### src/rtl/cordic_pkg.sv
// Shared types and constants for the iterative CORDIC rotator.
// Angles are Q2.14 radians before scaling to the datapath width.
package cordic_pkg;

  typedef enum logic [1:0] {
    IDLE = 2'd0,
    RUN  = 2'd1,
    DONE = 2'd2
  } state_t;

  localparam int ITER = 8;

  function automatic logic [15:0] atan_q14(
    input logic [2:0] idx
  );
    atan_q14 = '0;
    unique case (idx)
      3'd0: atan_q14 = 16'd12868;
      3'd1: atan_q14 = 16'd7596;
      3'd2: atan_q14 = 16'd4014;
      3'd3: atan_q14 = 16'd2037;
      3'd4: atan_q14 = 16'd1023;
      3'd5: atan_q14 = 16'd512;
      3'd6: atan_q14 = 16'd256;
      3'd7: atan_q14 = 16'd128;
    endcase
  endfunction

endpackage

### src/rtl/cordic_atan_rom.sv
// Arctangent lookup for one micro-rotation step.
// Q2.14 table entries are promoted to the datapath's Q2.(WIDTH-2).
module cordic_atan_rom
  import cordic_pkg::*;
#(
  parameter int WIDTH = 16
) (
  input  logic [2:0]       idx,
  output logic [WIDTH-1:0] angle
);

  logic [WIDTH-1:0] base;

  assign base  = WIDTH'(atan_q14(idx));
  assign angle = base << (WIDTH - 16);

endmodule

### src/rtl/cordic_iter_rotator.sv
// Rotation-mode CORDIC: one shift-add micro-rotation per clock,
// eight iterations per start, result held until the next completion.
module cordic_iter_rotator
  import cordic_pkg::*;
#(
  parameter int WIDTH = 16
) (
  input  logic                    clock,
  input  logic                    reset,
  input  logic                    start,
  input  logic signed [WIDTH-1:0] x_in,
  input  logic signed [WIDTH-1:0] y_in,
  input  logic signed [WIDTH-1:0] z_in,
  output logic                    busy,
  output logic                    done,
  output logic [2:0]              iter,
  output logic signed [WIDTH-1:0] x_out,
  output logic signed [WIDTH-1:0] y_out,
  output logic signed [WIDTH-1:0] z_out
);

  state_t state, state_next;
  logic   load, run, last, neg;
  logic [2:0] iter_cnt;

  logic signed [WIDTH-1:0] x_acc, y_acc, z_acc;
  logic signed [WIDTH-1:0] x_next, y_next, z_next;
  logic signed [WIDTH-1:0] x_sh, y_sh;
  logic [WIDTH-1:0]        angle;

  cordic_atan_rom #(.WIDTH(WIDTH)) u_rom (
    .idx   (iter_cnt),
    .angle (angle)
  );

  assign run  = state == RUN;
  assign last = iter_cnt == 3'(ITER - 1);
  assign neg  = z_acc[WIDTH-1];
  assign x_sh = x_acc >>> iter_cnt;
  assign y_sh = y_acc >>> iter_cnt;

  // Direction follows the sign of the residual angle.
  always_comb begin
    x_next = x_acc - y_sh;
    y_next = y_acc + x_sh;
    z_next = z_acc - $signed(angle);
    if (neg) begin
      x_next = x_acc + y_sh;
      y_next = y_acc - x_sh;
      z_next = z_acc + $signed(angle);
    end
  end

  always_comb begin
    state_next = state;
    load       = 1'b0;
    unique case (state)
      IDLE: begin
        if (start) begin
          load       = 1'b1;
          state_next = RUN;
        end
      end
      RUN: begin
        if (last) state_next = DONE;
      end
      DONE: begin
        state_next = IDLE;
        if (start) begin
          load       = 1'b1;
          state_next = RUN;
        end
      end
      default: state_next = IDLE;
    endcase
  end

  always_ff @(posedge clock) begin
    if (reset) begin
      state    <= IDLE;
      iter_cnt <= '0;
      x_acc    <= '0;
      y_acc    <= '0;
      z_acc    <= '0;
      x_out    <= '0;
      y_out    <= '0;
      z_out    <= '0;
    end else begin
      state <= state_next;
      if (load) begin
        x_acc    <= x_in;
        y_acc    <= y_in;
        z_acc    <= z_in;
        iter_cnt <= '0;
      end else if (run) begin
        x_acc    <= x_next;
        y_acc    <= y_next;
        z_acc    <= z_next;
        // Wraps 7 -> 0 on the terminal step.
        iter_cnt <= iter_cnt + 3'd1;
      end
      if (run && last) begin
        x_out <= x_next;
        y_out <= y_next;
        z_out <= z_next;
      end
    end
  end

  assign busy = run;
  assign done = state == DONE;
  assign iter = iter_cnt;

endmodule

### config.mk
export PLATFORM = sky130hd
export DESIGN_NAME = cordic_iter_rotator
export DESIGN_NICKNAME = d
export VERILOG_FILES = /design/src/rtl/cordic_pkg.sv /design/src/rtl/cordic_atan_rom.sv /design/src/rtl/cordic_iter_rotator.sv
export SDC_FILE = /design/constraint.sdc
export NUM_CORES = 1
export LEC_CHECK = 0
export ABC_CLOCK_PERIOD_IN_PS = 5700
export CAP_MARGIN = 25
export CORE_AREA = 2 2 190 192
export DETAILED_ROUTE_END_ITERATION = 16
export DIE_AREA = 0 0 192 194
export PLACE_DENSITY = 0.48
export SLEW_MARGIN = 20
export SYNTH_ARGS = -nofsm -noshare
export SYNTH_HDL_FRONTEND = slang
export SYNTH_SLANG_ARGS = --single-unit
### constraint.sdc
create_clock -name clock -period 5.7 [get_ports clock]
set_input_delay 0.855 -clock clock [delete_from_list [all_inputs] [get_ports clock]]
set_output_delay 0.855 -clock clock [all_outputs]
set_load 0.05 [all_outputs]
# ---- Word-level counts from Yosys, hierarchy flattened
# Memories as Yosys holds them, arrays and structs flattened. A register that Yosys moved wholly into a read port is not among the register bits.
# Index checks and enable logic that the tools add are counted.
# Widths: inputs -> output; s select.
dict set report word_totals {
  register_bits 101
  romBits 112
  input_bits 51
  memories 1
}
dict set report op_classes {
  n_addsub 7
  eq_ne 5
  shift 2
  n_mux 17
  n_reduce_logical 6
}
# memory depth word_bits read_ports rd_clocked_by_memory_dff write_ports line
set mem_list {}
lappend mem_list {{(name not given)} 8 14 1 1 0 cordic_pkg.sv:17} ;# unique case (idx)
# operator n
set op_table {}
lappend op_table {{$mux 16} 9}
lappend op_table {{$add 16x16->16} 3}
lappend op_table {{$sub 16x16->16} 3}
lappend op_table {{$sshr 16x3->16} 2}
lappend op_table {{$mux 3} 2}
lappend op_table {{$pmux 2 s3} 1}
lappend op_table {{$mux 2} 2}
lappend op_table {{$reduce_or 2->1} 2}
lappend op_table {{$add 3x1->3 const B} 1}
lappend op_table {{$eq 3x3->1 const B} 1}
lappend op_table {{$mux 1} 3}
lappend op_table {{$eq 2x1->1 const B} 1}
lappend op_table {{$eq 2x2->1 const B} 1}
lappend op_table {{$logic_not 2->1} 1}
lappend op_table {{$ne 2x1->1 const B} 1}
lappend op_table {{$ne 2x2->1 const B} 1}
lappend op_table {{$reduce_and 2->1} 1}
lappend op_table {{$reduce_bool 2->1} 1}
lappend op_table {{$logic_and 1x1->1} 1}

# ---- Logic depth before layout (Yosys ltp)
dict set report logic_depth {
  depth_word 5
  depth_mapped 20
  ltp_nobuf 17
}

# ---- By module
# From an unflattened synthesis, not the netlist that was laid out.
dict set report unflattened {
  hier_cells 1088
  hier_area_um2 8544.4
}
# mod instances cells_per_inst area_each_um2 seq_area_each_um2
set by_module_without_submodules {}
lappend by_module_without_submodules {cordic_iter_rotator 1 1058 8329.2 2021.9}
lappend by_module_without_submodules {cordic_atan_rom 1 30 215.2 0.0}

# ---- Least setup slack after synthesis
# OpenSTA, ideal clock, no wires.
dict set report synth_path {
  kind {register to register}
  from {register iter_cnt[2], in the netlist iter[2]}
  to {register y_acc[15]}
  setup_ns 0.086
  t_arrival_ns 4.638
  required_ns 5.614
  path_slack_ns 0.977
  stages_incl_launch_ff 21
  path_buffers 5
  synth_period_minus_slack_ns 4.723
  cell_sequence {dfxtp_1 clkbuf_8 clkbuf_1 clkbuf_1 clkbuf_1 clkbuf_1 a211oi_1 nor2_1 ha_1 and3_1 nor2_1 xor2_1 ha_1 a21oi_1 nor2_1 a211oi_1 a31o_2 o21ai_0 a31oi_1 xnor3_1 a211oi_1}
}
dict set report synth_via {
  elab_chain_cells 5
  elab_cells_between_ends 6
  cone_classes {add/sub (2); shift (1); mux (3)}
}
# item line
set synth_lines {}
lappend synth_lines {{start: declaration} cordic_iter_rotator.sv:24} ;# logic [2:0] iter_cnt;
lappend synth_lines {{start signal: assignment} cordic_iter_rotator.sv:100} ;# iter_cnt <= iter_cnt + 3'd1;
lappend synth_lines {{$sshr 16x3->16 (*)} cordic_iter_rotator.sv:39} ;# assign x_sh = x_acc >>> iter_cnt;
lappend synth_lines {{$add 16x16->16 / $sub 16x16->16 (equally long branches)} {cordic_iter_rotator.sv:45, cordic_iter_rotator.sv:49}}
lappend synth_lines {{$mux 16 (*)} cordic_iter_rotator.sv:47} ;# if (neg) begin
lappend synth_lines {{$mux 16 (*)} cordic_iter_rotator.sv:95} ;# end else if (run) begin
lappend synth_lines {{$mux 16 (*)} cordic_iter_rotator.sv:90} ;# if (load) begin
lappend synth_lines {{end signal: assignment} cordic_iter_rotator.sv:92} ;# y_acc <= y_in;
lappend synth_lines {{end signal: assignment} cordic_iter_rotator.sv:97} ;# y_acc <= y_next;
lappend synth_lines {{end: declaration} cordic_iter_rotator.sv:26} ;# logic signed [WIDTH-1:0] x_acc, y_acc, z_acc;
# Mark *: on every way between the ends. The rest lies on a longest branch, timed or not. The select of a mux whose other input is x is not followed.
# A chain may end at the register's enable or synchronous reset.

# ---- Final worst setup path
dict set report layout_path {
  from {register iter_cnt[1], in the netlist iter[1]}
  to {register x_acc[15]}
}
dict set report layout_via {
  elab_chain_cells 5
  elab_cells_between_ends 6
  cone_classes {add/sub (2); shift (1); mux (3)}
}
# item line
set layout_lines {}
lappend layout_lines {{$sshr 16x3->16 (*)} cordic_iter_rotator.sv:40} ;# assign y_sh = y_acc >>> iter_cnt;
lappend layout_lines {{$sub 16x16->16 / $add 16x16->16 (equally long branches)} {cordic_iter_rotator.sv:44, cordic_iter_rotator.sv:48}}
lappend layout_lines {{$mux 16 (*)} cordic_iter_rotator.sv:47}
lappend layout_lines {{$mux 16 (*)} cordic_iter_rotator.sv:95}
lappend layout_lines {{$mux 16 (*)} cordic_iter_rotator.sv:90}
lappend layout_lines {{end signal: assignment} cordic_iter_rotator.sv:91} ;# x_acc <= x_in;
lappend layout_lines {{end signal: assignment} cordic_iter_rotator.sv:96} ;# x_acc <= x_next;
lappend layout_lines {{end: declaration} cordic_iter_rotator.sv:26}
# Marked as above.

==> out/results.txt <==
Buffers on Ports: 103
Startpoint Class: flop
Initial antenna violation count: 0
Antenna Nets Post-Route: 0
Avg Inst Size Synth: 8.04 um2
Die height: 194 um
Largest net degree at the start of global routing: 68
Family with the most delay on the worst path: compound AO/OA/AOI/OAI gates
Worst slew margin: 49.7%
Setup_tns: 0 ns
Post-Route WL: 28400 um
Cell Area, Placed: 10100 um2
Most used DFF post-synth: dfxtp_1
DR vias/cell: 4.87
Core area: 35200 um2
Worst-path clk slew: 0.06 ns
Seq/Total Area, Yosys: 26.3%
VDD IR max: 0.000168 V
FF+latch count, synth: 114
Routed vias: 7921
Post-synthesis cell type count: 69
Post-synth net total: 1192
Number of synthesized flops with an enable pin: 0
Final slew viol count: 0
CP Class: reg2reg
YS warnings: 0
Gpl congestion: 0.852
Initial DRC Count: 388
DRC viols: 0
Ys async rst share: 0%
CP max-delay cell: dfxtp_2
Width of the die: 192 um
Met1 GRT Util: 20.3%
Mapped cell area: 8680 um2
WP buf/inv: 0
Final hold vios: 0
Final worst setup slack: 0.722 ns
HPWL Detailed: 21300 um
Fin area: 10700 um2
Final nets: 1263
Most common cell after layout, fill and taps aside: nand2_1
TritonCTS buffer count: 17
Gr busiest metal: met2
Sinks on Clock Net: 114
Global-route wire length before repair: 45100 um
Pre-CTS setup slack: 0.580 ns
Crit-path cells: mux2i_1, mux4_1, ha_1, nor2b_1, nand2_1, nor2_1, a21oi_1, xnor2_1, ha_1, a21oi_1, nand2_1, a2111oi_1, or3_1, a31oi_1, o41ai_2, xor2_1, a211oi_1
Grt met3 use: 2.91%
Final period utilization: 87.3%
Number of global-route vias before repair: 7902
Post-route insts no fill: 1625
CTS root buffer: clkbuf_16
Ratio of cells with drive above 1 in the final layout: 8.08%
Synth-to-layout area growth: 22.8%
Leak: 0.00406 uW
CTS tree: built
Endpoints failing setup: 0
DRT Pass-1 Iters: 5
Full die area: 37200 um2
Core Rows: 69
CP arrival: 5.32 ns
Met2 Resource Use GR: 25.2%
Cell Pwr Density: 370 nW/um2
CP max FO: 25
Wire per inst: 17.4 um
WP data required: 6.05 ns
Max incr delay on CP: 0.67 ns
I/O pin total: 104
Endpoint class of the critical path: flop
Mapped Cells: 1080
Placed Cells incl. Taps: 1593
Fmax: 201 MHz
Worst hold path class: reg2reg
Clock skew: 0.0123 ns
Number of setup buffers added after CTS: 0
CTS max path bufs: 2
Tmin final: 4.98 ns
# fillers: 3806
ANT cells: 0
Grt ovf: 0
Leading cell types in the layout, fill and taps excluded: nand2_1 (125), nor2_1 (122), dfxtp_1 (111)
Initial core utilization: 24.6%
Max-Cap Viols: 0
Later-pin clock latency in the skew report: 0.43 ns
Worst-Margin Slew: 0.752 ns
Outcome: finished clean
RSZ-0062 raised after global routing: false
H-Tree Depth: 4
Post-layout util: 30.3%
Total global-route track usage: 15.5%
==> synthesized netlist by cell type, types with 3 or more instances <==
cell type,number,area [um2]
nand2_1,126,473
a211oi_1,72,541
fa_1,3,60.1
a21oi_1,108,541
o41ai_1,3,26.3
mux4_2,3,67.6
and2_1,3,18.8
o31ai_1,3,22.5
mux2_2,18,203
or2_2,3,18.8
nor3_1,16,80.1
ha_1,58,726
and3_1,7,43.8
nor2_1,122,458
o22ai_1,3,18.8
o21bai_1,4,30.0
nand2b_1,5,31.3
xor2_1,35,307
nand4_1,3,18.8
a21o_1,14,105
dfxtp_1,114,2280
nand3b_1,6,45.0
nand3_1,13,65.1
inv_1,21,78.8
a31oi_1,18,113
clkbuf_8,5,68.8
buf_6,3,33.8
or3_1,9,56.3
a22oi_1,6,45.0
o21a_1,3,22.5
xnor2_1,44,385
o211ai_1,4,30.0
a31o_2,4,35.0
buf_2,5,25.0
o21ai_0,30,150
nor2b_1,21,131
mux2i_1,73,731
a211o_1,4,35.0
buf_1,7,26.3
nor4_1,4,25.0
clkbuf_1,44,165
==> routing by layer <==
| metal | up-vias | wire (um) |
|---|---|---|
| li1 | 4009 | - |
| met4 | 0 | 779 |
| met2 | 137 | 13300 |
| met3 | 38 | 942 |
| met5 | - | 0 |
| met1 | 3737 | 13400 |
==> report_power, final <==
part | total (uW) | switching (uW) | internal (uW) | leakage (uW)
Sequential | 996 | 132 | 864 | 0.000933
Combinational | 1930 | 1130 | 805 | 0.00287
Clock | 1020 | 421 | 597 | 0.000255
Total | 3950 | 1680 | 2270 | 0.00406
==> worst register-to-register path: stages, from the launching register on <==
cell	delay (ns)
dfxtp_2	0.67
mux2i_1	0.41
mux4_1	0.39
ha_1	0.19
nor2b_1	0.23
nand2_1	0.09
nor2_1	0.30
a21oi_1	0.13
xnor2_1	0.15
ha_1	0.33
a21oi_1	0.34
nand2_1	0.10
a2111oi_1	0.50
or3_1	0.21
a31oi_1	0.14
o41ai_2	0.35
xor2_1	0.12
a211oi_1	0.23
==> metrics by stage <==
stage | hold slack (ns) | power, uW
global placement | 0.446 | 2940
CTS | 0.454 | 3980
floorplan | 0.441 | 2430
global route | 0.473 | 4260
detailed placement | 0.446 | 2930
finish | 0.453 | 3950
==> state kept, by name, indices dropped and copies added (netlist names) <==
register	flops
y_acc	16
state	2
z_out	16
x_acc	16
x_out	16
y_out	16
u_rom.angle	13
iter	3
z_acc	16
==> cell families after synthesis <==
kind of cell	count (synthesis)	synth area share [%]
mux	96	12.0
fa+ha+maj	61	9.05
simple gates	349	18.1
compound gates	289	21.4
xor+xnor	80	8.23
flops	114	26.3
buf+inv	91	4.93
==> path summary, 6_finish.rpt <==
path / startpoint / to / slack, ns / depth (start not counted)
max: iter[1] / x_acc[15] / 0.72 / 17
min: z_out[0] / z_out[0] / 0.45 / 2
max reg2reg: iter[1] / x_acc[15] / 0.72 / 17
min reg2reg: z_out[0] / z_out[0] / 0.45 / 2
==> layout make-up <==
| class | count | area [um2] | share of cell area (%) |
|---|---|---|---|
| Inverter | 25 | 93.8 | 0.880 |
| Sequential cell | 114 | 2290 | 21.4 |
| Tap cell | 461 | 577 | 5.41 |
| Clock buffer | 19 | 433 | 4.06 |
| Clock inverter | 13 | 114 | 1.07 |
| Timing Repair Buffer | 118 | 1170 | 10.9 |
| Multi-Input combinational cell | 875 | 5990 | 56.2 |
==> repair_timing <==
item | in CTS | in global routing
endpoints found under the hold margin | 0 | 0
hold buffers | 0 | 0
setup endpoints to repair | 0 | 1
gates resized for setup | 0 | 2
(Power assumes the default switching activity.)
